===== src/rtl/cpu_ctrl_pkg.sv =====
// cpu_ctrl_pkg
// Shared constants and types for the multi-cycle control unit:
//   - opcode / funct encodings of the supported instruction subset
//   - ALU operation codes and datapath mux-select encodings
//   - state_t (controller FSM state) and iclass_t (decoded instruction class)
// No ports; imported by ctrl_main_decoder and multicycle_ctrl.
package cpu_ctrl_pkg;

    localparam logic [5:0] OP_RTYPE = 6'h00;
    localparam logic [5:0] OP_J     = 6'h02;
    localparam logic [5:0] OP_BEQ   = 6'h04;
    localparam logic [5:0] OP_BNE   = 6'h05;
    localparam logic [5:0] OP_ADDI  = 6'h08;
    localparam logic [5:0] OP_LW    = 6'h23;
    localparam logic [5:0] OP_SW    = 6'h2B;

    localparam logic [5:0] F_ADD = 6'h20;
    localparam logic [5:0] F_SUB = 6'h22;

    localparam logic [2:0] ALU_ADD = 3'b000;
    localparam logic [2:0] ALU_SUB = 3'b001;

    localparam logic       SRC_A_PC   = 1'b0;
    localparam logic       SRC_A_RS   = 1'b1;
    localparam logic [1:0] SRC_B_RT   = 2'd0;
    localparam logic [1:0] SRC_B_FOUR = 2'd1;
    localparam logic [1:0] SRC_B_IMM  = 2'd2;

    localparam logic [1:0] PC_SRC_ALU    = 2'd0;
    localparam logic [1:0] PC_SRC_BRANCH = 2'd1;
    localparam logic [1:0] PC_SRC_JUMP   = 2'd2;

    // S_HALT is only reachable when the illegal-instruction trap is built in.
    typedef enum logic [2:0] {
        S_IF   = 3'd0,
        S_ID   = 3'd1,
        S_EX   = 3'd2,
        S_MEM  = 3'd3,
        S_WB   = 3'd4,
        S_HALT = 3'd5
    } state_t;

    typedef enum logic [3:0] {
        CL_ADD,
        CL_SUB,
        CL_ADDI,
        CL_LW,
        CL_SW,
        CL_BEQ,
        CL_BNE,
        CL_J,
        CL_ILLEGAL
    } iclass_t;

endpackage


===== src/rtl/ctrl_main_decoder.sv =====
// ctrl_main_decoder
// Purely combinational instruction classifier.
// Ports:
//   opcode_i  in  OPW  instruction opcode field
//   funct_i   in  OPW  function field, meaningful only for R-type
//   iclass_o  out      decoded instruction class (CL_ILLEGAL if undecodable)
//   legal_o   out 1    1 when the opcode/funct pair is supported
module ctrl_main_decoder
    import cpu_ctrl_pkg::*;
#(
    parameter int OPW = 6
) (
    input  logic [OPW-1:0] opcode_i,
    input  logic [OPW-1:0] funct_i,
    output iclass_t        iclass_o,
    output logic           legal_o
);

    always_comb begin
        iclass_o = CL_ILLEGAL;
        case (opcode_i)
            OP_RTYPE: begin
                if (funct_i == F_ADD) begin
                    iclass_o = CL_ADD;
                end else if (funct_i == F_SUB) begin
                    iclass_o = CL_SUB;
                end
            end
            OP_J:    iclass_o = CL_J;
            OP_BEQ:  iclass_o = CL_BEQ;
            OP_BNE:  iclass_o = CL_BNE;
            OP_ADDI: iclass_o = CL_ADDI;
            OP_LW:   iclass_o = CL_LW;
            OP_SW:   iclass_o = CL_SW;
            default: iclass_o = CL_ILLEGAL;
        endcase
    end

    assign legal_o = (iclass_o != CL_ILLEGAL);

endmodule


===== src/rtl/multicycle_ctrl.sv =====
// multicycle_ctrl
// Multi-cycle control FSM (IF/ID/EX/MEM/WB) for addi, add, sub, lw, sw, beq,
// bne and j. Drives ALU op-select, datapath mux selects and strobes, consumes
// the ALU Zero flag and a memory-ready handshake, and counts retired
// instructions.
// Build option: ILLEGAL_TRAP_EN
//   defined   - an undecodable instruction halts the FSM in S_HALT with
//               illegal held high until reset.
//   undefined - an undecodable instruction retires as a NOP from S_ID and
//               illegal pulses for that one cycle.
// Ports:
//   clk, rst               clock, asynchronous active-high reset
//   opcode, funct          instruction fields from the IR
//   zero                   ALU Zero flag (sampled in EX)
//   mem_ready              memory access completes this cycle
//   alu_op                 000 add, 001 sub
//   alu_src_a, alu_src_b   ALU operand mux selects
//   pc_write, pc_src       PC load strobe and source select
//   ir_write               IR load strobe
//   mem_read, mem_write    memory requests
//   reg_write, reg_dst,
//   mem_to_reg             register-file write strobe and muxes
//   illegal                undecodable instruction indicator
//   retired                completed-instruction count (wraps)
//   state_dbg              current FSM state, for observation only
module multicycle_ctrl
    import cpu_ctrl_pkg::*;
#(
    parameter int OPW  = 6,
    parameter int CNTW = 32
) (
    input  logic            clk,
    input  logic            rst,
    input  logic [OPW-1:0]  opcode,
    input  logic [OPW-1:0]  funct,
    input  logic            zero,
    input  logic            mem_ready,
    output logic [2:0]      alu_op,
    output logic            alu_src_a,
    output logic [1:0]      alu_src_b,
    output logic            pc_write,
    output logic [1:0]      pc_src,
    output logic            ir_write,
    output logic            mem_read,
    output logic            mem_write,
    output logic            reg_write,
    output logic            reg_dst,
    output logic            mem_to_reg,
    output logic            illegal,
    output logic [CNTW-1:0] retired,
    output state_t          state_dbg
);

    state_t          state_q, state_d;
    logic [CNTW-1:0] retired_q, retired_d;
    logic            retire;
    iclass_t         iclass;
    logic            legal;

    ctrl_main_decoder #(.OPW(OPW)) u_dec (
        .opcode_i (opcode),
        .funct_i  (funct),
        .iclass_o (iclass),
        .legal_o  (legal)
    );

    // Next state and retire strobe.
    always_comb begin
        state_d = state_q;
        retire  = 1'b0;
        case (state_q)
            S_IF: begin
                if (mem_ready) state_d = S_ID;
            end
            S_ID: begin
                if (iclass == CL_J) begin
                    state_d = S_IF;
                    retire  = 1'b1;
                end else if (!legal) begin
`ifdef ILLEGAL_TRAP_EN
                    state_d = S_HALT;
`else
                    state_d = S_IF;
                    retire  = 1'b1;
`endif
                end else begin
                    state_d = S_EX;
                end
            end
            S_EX: begin
                case (iclass)
                    CL_ADD, CL_SUB, CL_ADDI: state_d = S_WB;
                    CL_LW, CL_SW:            state_d = S_MEM;
                    CL_BEQ, CL_BNE: begin
                        state_d = S_IF;
                        retire  = 1'b1;
                    end
                    default:                 state_d = S_IF;
                endcase
            end
            S_MEM: begin
                if (mem_ready) begin
                    if (iclass == CL_LW) begin
                        state_d = S_WB;
                    end else begin
                        state_d = S_IF;
                        retire  = (iclass == CL_SW);
                    end
                end
            end
            S_WB: begin
                state_d = S_IF;
                retire  = 1'b1;
            end
            S_HALT:  state_d = S_HALT;
            default: state_d = S_IF;
        endcase
    end

    assign retired_d = retired_q + {{(CNTW-1){1'b0}}, retire};

    always_ff @(posedge clk or posedge rst) begin
        if (rst) begin
            state_q   <= S_IF;
            retired_q <= '0;
        end else begin
            state_q   <= state_d;
            retired_q <= retired_d;
        end
    end

    // Output decode from state + instruction class. Everything is forced to 0
    // while rst is high, so an in-flight access is dropped at once rather than
    // at the next edge.
    always_comb begin
        alu_op     = ALU_ADD;
        alu_src_a  = SRC_A_PC;
        alu_src_b  = SRC_B_RT;
        pc_write   = 1'b0;
        pc_src     = PC_SRC_ALU;
        ir_write   = 1'b0;
        mem_read   = 1'b0;
        mem_write  = 1'b0;
        reg_write  = 1'b0;
        reg_dst    = 1'b0;
        mem_to_reg = 1'b0;
        illegal    = 1'b0;
        if (!rst) begin
            case (state_q)
                S_IF: begin
                    mem_read  = 1'b1;
                    alu_src_b = SRC_B_FOUR;
                    ir_write  = mem_ready;
                    pc_write  = mem_ready;
                end
                S_ID: begin
                    if (iclass == CL_J) begin
                        pc_write = 1'b1;
                        pc_src   = PC_SRC_JUMP;
                    end
`ifndef ILLEGAL_TRAP_EN
                    illegal = !legal;
`endif
                end
                S_EX: begin
                    alu_src_a = SRC_A_RS;
                    case (iclass)
                        CL_SUB: alu_op = ALU_SUB;
                        CL_ADDI, CL_LW, CL_SW: alu_src_b = SRC_B_IMM;
                        CL_BEQ, CL_BNE: begin
                            alu_op   = ALU_SUB;
                            pc_src   = PC_SRC_BRANCH;
                            // Mealy: the branch decision uses this cycle's Zero.
                            pc_write = (iclass == CL_BEQ) ? zero : !zero;
                        end
                        default: ;
                    endcase
                end
                S_MEM: begin
                    mem_read  = (iclass == CL_LW);
                    mem_write = (iclass == CL_SW);
                end
                S_WB: begin
                    reg_write  = 1'b1;
                    reg_dst    = (iclass == CL_ADD) || (iclass == CL_SUB);
                    mem_to_reg = (iclass == CL_LW);
                end
                S_HALT:  illegal = 1'b1;
                default: ;
            endcase
        end
    end

    assign retired   = retired_q;
    assign state_dbg = state_q;

endmodule


===== config.mk =====
export PLATFORM = sky130hd
export DESIGN_NAME = multicycle_ctrl
export DESIGN_NICKNAME = d
export VERILOG_FILES = /design/src/rtl/cpu_ctrl_pkg.sv /design/src/rtl/ctrl_main_decoder.sv /design/src/rtl/multicycle_ctrl.sv
export SDC_FILE = /design/constraint.sdc
export NUM_CORES = 1
export LEC_CHECK = 0
export ABC_AREA = 1
export CAP_MARGIN = 20
export CELL_PAD_IN_SITES_DETAIL_PLACEMENT = 1
export CELL_PAD_IN_SITES_GLOBAL_PLACEMENT = 2
export CORE_UTILIZATION = 23
export DETAILED_ROUTE_END_ITERATION = 8
export PLACE_DENSITY = 0.73
export SYNTH_ARGS = -nofsm -noshare
export SYNTH_HDL_FRONTEND = slang
export SYNTH_SLANG_ARGS = --single-unit

===== constraint.sdc =====
create_clock -name clk -period 2.4 [get_ports clk]
set_input_delay 0.48 -clock clk [delete_from_list [all_inputs] [get_ports clk]]
set_output_delay 0.48 -clock clk [all_outputs]
set_load 0.01 [all_outputs]

==> results of run 1 <==
==> path summary, 6_finish.rpt <==
check,from,end,slack [ns],cells after the start
max,opcode[5],retired[26],-0.04,19
min,rst,retired[13],0.42,3
max reg2reg,state_dbg[2],retired[26],0.03,15
min reg2reg,retired[31],retired[31],0.48,1
max in group asynchronous,rst,state_dbg[1],1.64,3
min in group clk,retired[31],retired[31],0.48,1
==> cells in the mapped netlist <==
| master | n |
|---|---|
| nand4_1 | 12 |
| a21oi_1 | 7 |
| conb_1 | 1 |
| nor2_4 | 2 |
| o221ai_1 | 1 |
| nor3_2 | 1 |
| nor3_1 | 15 |
| nand3b_1 | 1 |
| nor4_2 | 2 |
| nand2_2 | 2 |
| ha_1 | 2 |
| nor4_4 | 1 |
| clkbuf_1 | 1 |
| o2111ai_1 | 1 |
| o22ai_1 | 2 |
| inv_1 | 38 |
| nor4_1 | 3 |
| nand3_1 | 14 |
| nand2_4 | 2 |
| and2_1 | 1 |
| a21boi_0 | 1 |
| nand3_2 | 1 |
| buf_4 | 2 |
| xnor2_1 | 7 |
| dfrtp_1 | 35 |
| nor2_2 | 3 |
| nand2_1 | 46 |
| xor2_1 | 20 |
| inv_2 | 1 |
| o21ai_0 | 3 |
| nor2_1 | 44 |
| a31oi_1 | 2 |
| nor2_8 | 1 |
==> state kept, by name, summed over array words and instances, names as in the netlist <==
signal and cells:
retired 32, state_dbg 3
==> worst max-delay path, stage by stage <==
cell and delay, ns:
buf_8 0.10, nor2_4 0.14, and2_4 0.18, nand2_4 0.05, nor2_4 0.10, nor2_4 0.04
nand2_2 0.08, nand2_2 0.06, o2111ai_4 0.10, ha_4 0.18, nand2_4 0.06, nor2_4 0.13
nand2_4 0.09, nor2_8 0.15, buf_6 0.12, inv_4 0.03, nor2_4 0.18, nand4_1 0.15
xnor2_1 0.18
==> routing by layer <==
metal / up-vias / track usage [%] / share of wire, %
met5: - / 0 / 0
met4: 0 / 5.626 / 1.4
met3: 10 / 2.411 / 2.9
met2: 49 / 26.20 / 51
met1: 1151 / 19.98 / 45
li1: 1143 / - / -
==> metrics by stage <==
step           utilization, %  area (um^2)
6_report                42.77         3802
5_1_grt                 42.77         3802
4_1_cts                 39.33         3497
3_5_place_dp            36.84         3276
3_3_place_gp            36.84         3276
2_1_floorplan               -         2203
==> placed cells by master, fill, tap and decap left out, types with 5 or more instances in the layout <==
cell | Yosys | routed
inv_2 | 1 | 6
buf_6 | 0 | 8
dlygate4sd2_1 | 0 | 9
nand2_2 | 2 | 8
nand3_1 | 14 | 5
xnor2_1 | 7 | 5
clkdlybuf4s50_1 | 0 | 40
nor2_2 | 3 | 8
buf_4 | 2 | 56
dfrtp_1 | 35 | 34
nor2_1 | 44 | 27
nor2_4 | 2 | 14
nor3_1 | 15 | 12
xor2_1 | 20 | 18
nand3_2 | 1 | 7
a21oi_1 | 7 | 7
clkbuf_8 | 0 | 5
nand4_1 | 12 | 12
inv_1 | 38 | 32
nand2_1 | 46 | 38
==> repair_timing <==
action / 4_1_cts / 5_1_grt
hold endpoints to repair: 0 / 0
hold buffers: 0 / 0
resized for setup: 78 / 61
setup endpoints to repair: 43 / 31
pin swaps: 15 / 18
setup buffers: 11 / 8
==> area by class of cell <==
cell class,count,area (um^2)
timing repair buffer,125,1120
clock inverter,1,5.005
fill,1064,5089
clock buffer,7,76.32
tap,108,135.1
inverter,39,148.9
multi-input combinational,199,1440
sequential,35,877.1
==> logic make-up after synthesis <==
| kind of cell | after synthesis | synth area share [%] |
|---|---|---|
| AND/OR/NAND/NOR | 151 | 34.88 |
| buffers and inverters | 42 | 7.647 |
| flip-flops | 35 | 40.56 |
| XOR/XNOR | 27 | 10.95 |
| AO/OA/AOI/OAI | 17 | 4.635 |
| adder cells (fa/ha/maj) | 2 | 1.159 |
| other | 1 | 0.1736 |
==> power by group <==
part           leakage (nW)  switching (mW)  internal [mW]  total, mW
clock network        0.0422           0.217          0.204      0.420
registers             0.452          0.0831          0.655      0.738
logic                  1.40           0.341          0.378      0.719
==> reports/results.tsv, run 1 <==
metric	value	unit
totalPowerFinal	1.878	mW
diodes	0	
dp_cells	487	
finalMaxSlewViolations	0	
worstPathRequired	2.58	ns
synth_top_area_share	40.56	%
wirelength	7.489	mm
finalSetupTns	-0.04714	ns
clock_skew	0.006347	ns
clockBufferDepth	2	
gp_congestion	0.7722	
syn-instance-count	275	
grt_max_degree	36	
leakagePower	1.894	nW
p_per_area	493.8	mW/mm^2
dr_total_vias	2353	
via_per_inst	4.578	
grt_usage	15.51	%
vdd_drop_max	215.3	uV
cts_buffers	5	
wl_per_cell	14.57	um
hold_viol_final	0	
dr.pass1.iters	4	
antenna_left	0	
grt_pass1_wl	11.94	mm
grt_setup_unrepaired	yes	
syn_area_per_cell	7.853	um^2
netlist_area	0.002160	mm^2
cap_violations	0	
violations	setup timing	
clk_latency	0.29	ns
clockRootBuffer	clkbuf_8	
cp-end-kind	flop	
finalSetupViolations	2	
fp-row-count	34	
synth_top_area_cell	dfrtp_1	
drcViolationCount	0	
arrival	2.63	ns
worstSetupStartpointType	input pin	
pre_cts_ws	-0.8105	ns
nets	423	
critPathKind	in2reg	
yosysSeqAreaShare	40.56	%
drive_above_1_share	36.21	%
synth.distinct_cells	33	
worstPathMaxFanout	4	
fp.dieW	98.90	um
fin_ws	-0.04373	ns
status	finished, violations left	
syn_to_final_growth	76.07	%
overflow	0	
synth-seq-cells	35	
antenna_found_initial	0	
first_global_vias	2440	
clock_sinks	35	
worstMarginPinSlew	0.6183	ns
cts_tree	done	
die_y	98.90	um
drtIter0Drc	36	
fp.coreArea	0.008891	mm^2
hpwl	5.598	mm
final_cell_count_no_fill	514	
min_period	2.444	ns
port_buffers	64	
ys_warn_count	0	
min-delay-path-class	in2async	
synth_area_leaders	dfrtp_1 (41%), xor2_1 (8.1%), nand2_1 (8.0%)	
min_period_over_period	101.8	%
slew-limit-headroom	58.46	%
finalHoldWorstSlack	0.4239	ns
htree_levels	2	
start_util	24.29	%
clk_pin_slew	0.07	ns
die_area	0.009781	mm^2
fmax	0.4092	GHz
boundaryPins	67	
No activity file was read; power rests on OpenSTA's default activity.
==> inputs of run 2 (changes only) <==
Settings changed: CORE_MARGIN set to 1.
==> results of run 2 <==
No change in the layout: final DEF, timing and power equal those of run 1.
